$ cat config.mk
export PLATFORM = sky130hd
export DESIGN_NAME = scanout_sequencer
export DESIGN_NICKNAME = d
export VERILOG_FILES = /design/src/rtl/scanout_sequencer.sv
export SDC_FILE = /design/constraint.sdc
export NUM_CORES = 1
export LEC_CHECK = 0
export BUFFER_PORTS_ARGS = -buffer_cell sky130_fd_sc_hd__buf_2
export CORE_ASPECT_RATIO = 0.7
export CORE_MARGIN = 3
export CORE_UTILIZATION = 40
export CTS_CLUSTER_SIZE = 25
export DETAILED_ROUTE_END_ITERATION = 7
export GPL_TIMING_DRIVEN = 0
export PLACE_DENSITY = 0.66
export SYNTH_ARGS = -nofsm -noshare
export SYNTH_HDL_FRONTEND = slang
export SYNTH_SLANG_ARGS = --single-unit
$ cat constraint.sdc
create_clock -name pixel_clock -period 3 [get_ports pixel_clock]
set_input_delay 0.6 -clock pixel_clock [delete_from_list [all_inputs] [get_ports pixel_clock]]
set_output_delay 0.6 -clock pixel_clock [all_outputs]
set_load 0.005 [all_outputs]
$ cat src/rtl/scanout_sequencer.sv
// Frame scanout sequencer: turns a framebuffer pixel stream into Avalon-ST packets
// (one packet per frame) through a single output register, with frame-done and starvation tracking.
//
// state  | meaning
// IDLE   | waiting for cfg_enable with non-zero geometry
// ACTIVE | accepting pixels from the reader, x/y tracking frame position
// FLUSH  | last pixel accepted, waiting for the EOP beat to leave the output register
module scanout_sequencer #(
    parameter int W_BITS = 12,
    parameter int H_BITS = 12
) (
    input  logic              pixel_clock,
    input  logic              pixel_resetn,
    input  logic              cfg_enable,
    input  logic [W_BITS-1:0] cfg_width,
    input  logic [H_BITS-1:0] cfg_height,
    input  logic [29:0]       s_data,
    input  logic              s_valid,
    output logic              s_ready,
    output logic [29:0]       m_data,
    output logic              m_startofpacket,
    output logic              m_endofpacket,
    output logic              m_empty,
    output logic              m_valid,
    input  logic              m_ready,
    output logic              busy,
    output logic              frame_done,
    output logic [15:0]       underflow_cnt
);

    typedef enum logic [1:0] {
        IDLE   = 2'd0,
        ACTIVE = 2'd1,
        FLUSH  = 2'd2
    } state_t;

    state_t            state_q, state_d;
    logic [W_BITS-1:0] w_q, w_d, x_q, x_d;
    logic [H_BITS-1:0] h_q, h_d, y_q, y_d;
    logic [29:0]       data_q, data_d;
    logic              valid_q, valid_d;
    logic              sop_q, sop_d;
    logic              eop_q, eop_d;
    logic              done_q, done_d;
    logic [15:0]       uf_q, uf_d;

    logic src_xfer, snk_xfer, last_x, last_y;

    always_ff @(posedge pixel_clock) begin
        if (!pixel_resetn) begin
            state_q <= IDLE;
            w_q     <= '0;
            h_q     <= '0;
            x_q     <= '0;
            y_q     <= '0;
            data_q  <= '0;
            valid_q <= 1'b0;
            sop_q   <= 1'b0;
            eop_q   <= 1'b0;
            done_q  <= 1'b0;
            uf_q    <= '0;
        end else begin
            state_q <= state_d;
            w_q     <= w_d;
            h_q     <= h_d;
            x_q     <= x_d;
            y_q     <= y_d;
            data_q  <= data_d;
            valid_q <= valid_d;
            sop_q   <= sop_d;
            eop_q   <= eop_d;
            done_q  <= done_d;
            uf_q    <= uf_d;
        end
    end

    always_comb begin
        state_d  = state_q;
        w_d      = w_q;
        h_d      = h_q;
        x_d      = x_q;
        y_d      = y_q;
        data_d   = data_q;
        valid_d  = valid_q;
        sop_d    = sop_q;
        eop_d    = eop_q;
        done_d   = 1'b0;
        uf_d     = uf_q;
        s_ready  = (state_q == ACTIVE) && (!valid_q || m_ready);
        src_xfer = s_valid && s_ready;
        snk_xfer = valid_q && m_ready;
        last_x   = (x_q == w_q - W_BITS'(1));
        last_y   = (y_q == h_q - H_BITS'(1));

        case (state_q)
            IDLE: begin
                if (cfg_enable && (cfg_width != '0) && (cfg_height != '0)) begin
                    state_d = ACTIVE;
                    w_d     = cfg_width;
                    h_d     = cfg_height;
                    x_d     = '0;
                    y_d     = '0;
                end
            end
            ACTIVE: begin
                if (s_ready && !s_valid && (uf_q != 16'hFFFF)) begin
                    uf_d = uf_q + 16'd1;
                end
                if (src_xfer) begin
                    if (last_x) begin
                        x_d = '0;
                        if (last_y) begin
                            y_d     = '0;
                            state_d = FLUSH;
                        end else begin
                            y_d = y_q + H_BITS'(1);
                        end
                    end else begin
                        x_d = x_q + W_BITS'(1);
                    end
                end
            end
            FLUSH: begin
                if (snk_xfer && eop_q) begin
                    state_d = IDLE;
                    done_d  = 1'b1;
                end
            end
            default: state_d = IDLE;
        endcase

        // A new pixel may replace a beat in the same cycle it leaves, so the load wins over the clear.
        if (src_xfer) begin
            data_d  = s_data;
            valid_d = 1'b1;
            sop_d   = (x_q == '0) && (y_q == '0);
            eop_d   = last_x && last_y;
        end else if (snk_xfer) begin
            valid_d = 1'b0;
        end
    end

    assign m_data          = data_q;
    assign m_valid         = valid_q;
    assign m_startofpacket = sop_q;
    assign m_endofpacket   = eop_q;
    assign m_empty         = 1'b0;
    assign busy            = (state_q != IDLE);
    assign frame_done      = done_q;
    assign underflow_cnt   = uf_q;

endmodule

# After elaboration in Yosys (flattened, before gate mapping)
# Cells that the tools add are included.
dict set report op_classes {
  add_sub_neg 5
  mul 0
  div 0
  order_cmp 0
  eq_ne 10
  shift 0
  mux 17
  bitwise_logic 0
  n_reduce_logical 27
}
# op n
set ops {}
lappend ops {{12-bit 2-to-1 mux} 6}
lappend ops {{12-bit case mux with 2 select lines} 2}
lappend ops {{12-bit by 1-bit adder with 12-bit output, second input constant} 2}
lappend ops {{12-bit equality test} 2}
lappend ops {{12-bit logical NOT} 2}
lappend ops {{12-bit nonzero test} 2}
lappend ops {{12-bit by 1-bit subtractor with 12-bit output, second input constant} 2}
lappend ops {{16-bit by 1-bit adder with 16-bit output, second input constant} 1}
lappend ops {{16-bit inequality test, second input constant} 1}
lappend ops {{1-bit logical AND} 10}
lappend ops {{2-bit 2-to-1 mux} 5}
lappend ops {{2-bit inequality test, second input constant} 5}
lappend ops {{2-bit case mux with 3 select lines} 1}
lappend ops {{2-bit AND reduction} 3}
lappend ops {{2-bit nonzero test} 3}
lappend ops {{5-bit AND reduction} 1}
lappend ops {{4-bit AND reduction} 1}
lappend ops {{1-bit 2-to-1 mux} 3}
lappend ops {{3-bit AND reduction} 1}
lappend ops {{2-bit by 1-bit equality test with 1-bit output, second input constant} 1}
lappend ops {{2-bit equality test, second input constant} 1}
lappend ops {{1-bit logical NOT} 2}
lappend ops {{2-bit logical NOT} 1}
lappend ops {{1-bit logical OR} 1}
dict set report totals {
  reg_bits 100
  latchBits 0
  ram_bits 0
  romBits 0
  in_bits 59
  out_inout_bits 53
  elab_cells 70
  n_memories 0
}

# Depth between registers and ports, before layout
# Gate-level depths: netlist of the first run.
dict set report logic_depth {
  ltp_word 6
  ltp_mapped 11
  ltp_nobuf 9
}

# Least setup slack after synthesis of the first run
# OpenSTA, ideal clock, no wires.
dict set report synth_path {
  path_type {flip-flop to flip-flop}
  start {register h_q[0]}
  end {register y_q[10]}
  setup_ns 0.117
  arrival_ns 2.547
  required_ns 2.883
  slack_ns 0.335
  stages_incl_launch_ff 9
  path_buffers 1
  period_less_slack_ns 2.665
  cell_sequence {dfxtp_1 -> or4_4 -> nand2b_4 -> or4_1 -> a221o_1 -> o31ai_4 -> nor2b_2 -> buf_6 -> a32o_2}
}
dict set report synth_between {
  elab_chain_cells 6
}
# item line_no
set synth_rtl {}
lappend synth_rtl {{from (decl)} 39} ;# logic [H_BITS-1:0] h_q, h_d, y_q, y_d;
lappend synth_rtl {{from (signal assigned)} 53} ;# h_q <= '0;
lappend synth_rtl {{from (signal assigned)} 65} ;# h_q <= h_d;
lappend synth_rtl {{12-bit by 1-bit subtractor with 12-bit output} 93} ;# last_y = (y_q == h_q - H_BITS'(1));
lappend synth_rtl {{12-bit equality test} 93}
lappend synth_rtl {{12-bit 2-to-1 mux} 112} ;# if (last_y) begin
lappend synth_rtl {{12-bit 2-to-1 mux} 110} ;# if (last_x) begin
lappend synth_rtl {{12-bit 2-to-1 mux} 109} ;# if (src_xfer) begin
lappend synth_rtl {{12-bit case mux with 2 select lines} 95} ;# case (state_q)
lappend synth_rtl {{to (signal assigned)} 67} ;# y_q <= y_d;
lappend synth_rtl {{to (decl)} 39}
# No other way between the ends. The select of a mux whose other input is x is not followed.
# A chain may end at the register's enable or synchronous reset.

# Final worst setup path of the first run
dict set report layout_path {
  start {register h_q[0]}
  end {register y_q[4]}
}
# Same word-level chain as after synthesis.

==> flow_metrics.py, run 1 <==
metrics = {
    "yosys": {
        "ys_types": 61,
        "synth_seq_area_share": 0.400,
        "synth-compound-area-share": 0.130,
        "yosys.area.top_type_share": 0.400,
        "synth_nets": 664,
        "synth_fa_ha_area_frac": 0.0175,
        "synth_edf_count": 0,
        "synthMostInstantiatedCell": "dfxtp_1",
        "ys_top_cells_by_count": "dfxtp_1, nand2_1, nor2_1",
        "synth.largest_area_cell": "dfxtp_1",
        "synthXorXnorAreaFrac": 0.0822,
        "netlist_area_sq_um": 5010,
        "synth_area_leaders": "dfxtp_1, nand2_1, mux2i_1, nor2_1, xor2_1",
        "synth_warnings": 0,
        "syn_inst": 598,
        "synth_mux_area_frac": 0.0500,
        "ys_ff_latch": 100,
        "synth_simple_gate_area_frac": 0.276,
        "synthArstFlopShare": 0,
        "synth_top_family_by_area": "simple AND/OR/NAND/NOR gates",
        "avgSynthCellArea_sq_um": 8.37,
        "synth_ff_type": "dfxtp_1",
    },
    "cells_and_area": {
        "fin_cells": 878,
        "fill_cells": 1155,
        "drive_gt1_frac": 0.202,
        "finalInstanceArea_sq_um": 6100,
        "seq_area_sq_um": 2000,
        "multi_input_area_sq_um": 2830,
        "area_delta_synth_final_pct": 21.9,
        "antenna_cells": 0,
        "finalNetCount": 783,
    },
    "critical_path": {
        "worst_setup_path_end_kind": "flip-flop",
        "cp_max_fo": 9,
        "arrival_ns": 3.03,
        "cp-startpoint": "h_q[0]$_SDFFE_PN0P_",
        "required_ns": 3.23,
        "r2r-end": "y_q[4]$_SDFFE_PN0P_",
        "critPathKind": "flip-flop to flip-flop",
        "regToRegSetupSlack_ns": 0.20,
        "reg2reg_from": "h_q[0]$_SDFFE_PN0P_",
        "cp-start-kind": "flip-flop",
        "rr_worst_depth": 11,
    },
    "clock_tree": {
        "clock_latency_ns": 0.34,
        "clock-sinks": 100,
        "cts_tree": "done",
        "cts-root-buf": "clkbuf_16",
        "numCtsBuffers": 9,
        "clkTransAtPathRegs_ns": 0.07,
        "htreeDepth": 3,
        "clock_path_buffers": 2,
    },
    "floorplan": {
        "coreArea_sq_um": 12000,
        "die-area_sq_um": 13900,
        "ios": 112,
        "dieWidth_microns": 140,
        "die_h_microns": 99.6,
        "initial_core_util": 0.418,
        "rows": 33,
    },
    "timing": {
        "finalCritPeriodShare": 0.934,
        "worstMarginPinSlew_ns": 0.763,
        "fmax_mhz": 357,
        "setup_viol": 0,
        "fin_setup_tns_ns": 0,
        "timing.slew.headroom": 0.492,
        "skew_ns": 0.00569,
        "hold_violations": 0,
        "slew_viol_final": 0,
        "setup_ws_ns": 0.198,
        "rsz0062_at_grt": "no",
        "min_period_ns": 2.80,
    },
    "global_route": {
        "grt_pass1_wl_microns": 22400,
        "grt_pass1_vias": 4574,
        "antenna_found_initial": 0,
        "grtUsageTotal": 0.194,
        "grt_max_degree": 16,
        "grt_overflow": 0,
    },
    "detailed_routing": {
        "drt_iter0_drc": 368,
        "drc": 0,
        "routedWlPerCell_microns": 15.4,
        "num_vias": 4731,
        "vias_per_cell": 5.39,
        "ant_nets": 0,
        "drtPass1Iterations": 4,
        "drt-total-wl_microns": 13600,
    },
    "placement": {
        "placed_area_sq_um": 5750,
        "preCtsSetupSlack_ns": 0.0217,
        "io_buffer_count": 109,
        "place_inst": 864,
        "place_congestion": 0.881,
        "hpwl_microns": 10300,
    },
    "min_path": {
        "hold_end": "m_startofpacket$_SDFFE_PN0P_",
        "hold_path_class": "flip-flop to flip-flop",
        "worstHoldPathCells": 2,
        "hold_start": "m_startofpacket$_SDFFE_PN0P_",
    },
    "run_status": {
        "outcome": "complete, no violations",
    },
    "job": {
        "cap_violations": 0,
    },
    "power_and_ir_drop": {
        "leakage_nw": 2.53,
        "irDropWorstVdd_mv": 0.335,
        "powerDensity_nw_per_um2": 497,
    },
}
## final cells by class
class / instances / area share
multi-input combinational: 451 / 0.464
sequential: 100 / 0.328
timing repair buffer: 110 / 0.0927
clock buffer: 11 / 0.0398
tap: 157 / 0.0322
buffer: 30 / 0.0258
inverter: 15 / 0.00923
clock inverter: 4 / 0.00820
## report_power, final
group          internal (mW)  total [mW]  switching [mW]
Clock                  0.664        1.16           0.498
Sequential              1.37        1.42          0.0481
Combinational          0.199       0.453           0.254
## cell families after synthesis
logic type | Yosys count
buf+inv | 47
compound gates | 96
flops | 100
mux | 25
other cells | 1
simple gates | 275
xor+xnor | 47
fa+ha+maj | 7
## timing repair
action | in CTS | in global routing
hold buffers | 0 | 0
buffers inserted | 0 | 1
pin swaps | 0 | 1
gates resized for setup | 1 | 9
endpoints found under the hold margin | 0 | 0
endpoints found under the setup margin | 10 | 21
## how the worst max path moves through the flow
stage / slack (ns) / to / cells after the start
after floorplan: 0.34 / y_q[10]$_SDFFE_PN0P_ / 8
after global placement: 0.08 / x_q[2]$_SDFFE_PN0P_ / 9
after detailed placement: 0.02 / x_q[5]$_SDFFE_PN0P_ / 9
after CTS: 0.05 / x_q[1]$_SDFFE_PN0P_ / 9
after global routing: 0.03 / y_q[2]$_SDFFE_PN0P_ / 9
final: 0.20 / y_q[4]$_SDFFE_PN0P_ / 11
## state kept, by name, summed over array words and instances, names as in the netlist
register and cells:
w_q 12, underflow_cnt 16, x_q 12, m_data 30, state_q 2, m_endofpacket 1
y_q 12, frame_done 1, m_startofpacket 1, m_valid 1, h_q 12
## worst max-delay path, cell delays in order (launching register included)
cell and delay, ns:
dfxtp_1 0.35, inv_1 0.07, ha_1 0.20, or3b_2 0.54
or4_1 0.44, o32ai_2 0.16, a31oi_2 0.09, o31ai_4 0.30
buf_12 0.16, nor2b_2 0.04, buf_6 0.13, a32o_1 0.21
## stage by stage
stage / power (mW) / util / hold slack [ns]
floorplan: 1.73 / - / 0.448
global placement: 1.86 / 0.480 / 0.440
detailed placement: 1.88 / 0.480 / 0.443
CTS: 3.04 / 0.505 / 0.452
global route: 3.16 / 0.510 / 0.473
finish: 3.04 / 0.510 / 0.453
## per-layer routing
layer  GRT usage  up-vias  routed length (microns)
li1            -     2332                        -
met1       0.278     2265                     6610
met2       0.302      127                     6050
met3      0.0485        7                      821
met4      0.0365        0                       76
met5           0        -                        0
## placed cells by master, fill, tap and decap left out, types with 15 or more instances in the layout
master	n
nor3_1	17
xnor2_1	23
dfxtp_1	100
nand2_1	90
mux2i_1	25
nor4_1	15
nor2_1	65
clkbuf_1	21
xor2_1	24
buf_2	109
a21oi_1	40
(Power assumes the default switching activity.)
==> run 2, diff against run 1 <==
--- a/config.mk
+++ b/config.mk
@@ -7,7 +7,7 @@
 export LEC_CHECK = 0
 export BUFFER_PORTS_ARGS = -buffer_cell sky130_fd_sc_hd__buf_2
 export CORE_ASPECT_RATIO = 0.7
-export CORE_MARGIN = 3
+export CORE_MARGIN = 1.5
 export CORE_UTILIZATION = 40
 export CTS_CLUSTER_SIZE = 25
 export DETAILED_ROUTE_END_ITERATION = 7
==> constraint.sdc (replaced) <==
create_clock -name pixel_clock -period 3.48 [get_ports pixel_clock]
set_input_delay 0.174 -clock pixel_clock [delete_from_list [all_inputs] [get_ports pixel_clock]]
set_output_delay 0.174 -clock pixel_clock [all_outputs]
set_load 0.005 [all_outputs]
==> flow_metrics.py, run 2 (synthesis results as in run 1) <==
metrics = {
    "run_status": {
        "outcome": "complete, no violations",
    },
    "critical_path": {
        "rr_worst_depth": 10,
        "r2r-end": "x_q[6]$_SDFFE_PN0P_",
        "critPathKind": "flip-flop to flip-flop",
        "cp_max_fo": 10,
        "slowest_delay_ns": 0.46,
        "reg2reg_from": "w_q[0]$_SDFFE_PN0P_",
        "crit_slowest_cell": "o31ai_1",
        "cp-start-kind": "flip-flop",
        "required_ns": 3.69,
        "worst_setup_path_end_kind": "flip-flop",
        "crit_chain": "clkbuf_1, inv_1, ha_1, nand2b_1, a311oi_1, o2111ai_1, o31ai_1, or2_2, clkbuf_1, nor2_1",
        "cpMostUsedCell": "clkbuf_1",
        "regToRegSetupSlack_ns": 0.34,
        "arrival_ns": 3.35,
    },
    "power_and_ir_drop": {
        "p_int_mw": 1.89,
        "leakage_nw": 2.51,
        "p_clk_frac": 0.377,
        "combPwrFrac": 0.146,
        "switchingPower_mw": 0.677,
        "irDropWorstVdd_mv": 0.254,
        "seq_power_share": 0.476,
        "powerDensity_nw_per_um2": 425,
        "switching_share": 0.264,
    },
    "timing": {
        "fmax_mhz": 319,
        "setup_viol": 0,
        "finalCritPeriodShare": 0.902,
        "slew_viol_final": 0,
        "min_period_ns": 3.14,
        "worstMarginPinSlew_ns": 0.783,
        "hold_violations": 0,
        "fin_setup_tns_ns": 0,
        "rsz0062_at_grt": "no",
        "skew_ns": 0.00633,
        "timing.slew.headroom": 0.478,
    },
    "floorplan": {
        "die_h_microns": 96.6,
        "initial_core_util": 0.420,
        "rows": 33,
        "die-area_sq_um": 13200,
        "coreArea_sq_um": 11900,
        "dieWidth_microns": 137,
        "ios": 112,
    },
    "global_route": {
        "grt_overflow": 0,
        "grt_pass1_vias": 4423,
        "grt_max_degree": 16,
        "grtUsageTotal": 0.206,
        "antenna_found_initial": 0,
        "grt_pass1_wl_microns": 21900,
    },
    "clock_tree": {
        "cts_resized": 0,
        "numCtsBuffers": 9,
        "clock_latency_ns": 0.34,
        "cts-root-buf": "clkbuf_16",
        "post-cts-setup-buffers": 0,
        "htreeDepth": 3,
        "cts_tree": "done",
        "clock_path_buffers": 2,
        "clock-sinks": 100,
        "clkTransAtPathRegs_ns": 0.07,
        "cts.hold.buffers_added": 0,
    },
    "detailed_routing": {
        "vias_per_cell": 5.27,
        "drtPass1Iterations": 5,
        "drt_iter0_drc": 363,
        "routedWlPerCell_microns": 14.9,
        "drc": 0,
        "num_vias": 4638,
        "ant_nets": 0,
        "drt-total-wl_microns": 13100,
    },
    "min_path": {
        "worstHoldPathCells": 3,
        "hold_path_class": "input port to flip-flop",
        "hold_end": "m_data[0]$_SDFFE_PN0P_",
        "hold_start": "s_data[0]",
    },
    "placement": {
        "placed_area_sq_um": 5750,
        "hpwl_microns": 9990,
        "place_congestion": 0.891,
        "io_buffer_count": 109,
    },
    "cells_and_area": {
        "layout_common_cells": "buf_2, dfxtp_1, nand2_1, nor2_1, a21oi_1",
        "finalNetCount": 784,
        "fill_cells": 1133,
        "largest_register_ffs": 30,
        "final_common_cell": "buf_2",
        "finalInstanceArea_sq_um": 6040,
        "antenna_cells": 0,
        "post-route-util": 0.506,
        "area_delta_synth_final_pct": 20.6,
        "drive_gt1_frac": 0.192,
    },
    "job": {
        "cap_violations": 0,
    },
}
run 2: cell types whose count changed in the layout (fill, tap and decap cells not counted), sizes merged:
cell / delta
bufinv: -1
clkbuf: +3
run 2: how the worst max path moves through the flow:
stage | to | startpoint | slack, ns | cells after the start
after global placement | x_q[2]$_SDFFE_PN0P_ | w_q[2]$_SDFFE_PN0P_ | 0.57 | 9
after CTS | x_q[6]$_SDFFE_PN0P_ | w_q[0]$_SDFFE_PN0P_ | 0.43 | 10
after floorplan | y_q[10]$_SDFFE_PN0P_ | h_q[0]$_SDFFE_PN0P_ | 0.82 | 8
final | x_q[6]$_SDFFE_PN0P_ | w_q[0]$_SDFFE_PN0P_ | 0.34 | 10
after detailed placement | x_q[3]$_SDFFE_PN0P_ | w_q[0]$_SDFFE_PN0P_ | 0.46 | 10
after global routing | x_q[8]$_SDFFE_PN0P_ | w_q[0]$_SDFFE_PN0P_ | 0.16 | 10
run 2: through the flow:
stage               hold WS (ns)  instances  power [mW]  worst slack [ns]
floorplan                  0.310        598        1.49             0.815
finish                    0.0692        880        2.57             0.342
global route              0.0719        880        2.68             0.164
global placement           0.417        864        1.61             0.568
CTS                       0.0605        880        2.58             0.434
detailed placement         0.422        864        1.62             0.464
run 2: area by class of cell:
cell class	instances	area [sq um]	share of cell area
well taps	157	196	0.0325
clock inverters	3	20.0	0.00332
clock buffers	13	270	0.0448
flip-flops and latches	100	2000	0.332
inverters	15	56.3	0.00932
repair buffers	109	546	0.0903
multi-input cells	451	2790	0.461
plain buffers	32	161	0.0267
run 2: worst max-delay path: cells and delay by family (launching register included):
family | cells | cell delay (ns)
AND/OR/NAND/NOR | 3 | 0.51
flip-flops | 1 | 0.31
buffers and inverters | 3 | 0.85
AO/OA/AOI/OAI | 3 | 1.05
adder cells (fa/ha/maj) | 1 | 0.28
run 2: layer usage:
layer,routed length [microns],up-vias,track usage,part of all wire
li1,-,2336,-,-
met1,6520,2171,0.296,0.50
met2,5690,121,0.314,0.43
met3,830,10,0.0472,0.063
met4,93,0,0.0393,0.0071
met5,0,-,0,0
run 2: power by group through the flow:
stage          registers [mW]  clock network [mW]  logic, mW
6_report                 1.22               0.968      0.376
5_1_grt                  1.23                1.04      0.417
4_1_cts                  1.22               0.990      0.373
3_5_place_dp             1.25                   0      0.370
3_3_place_gp             1.24                   0      0.362
2_1_floorplan            1.24                   0      0.251
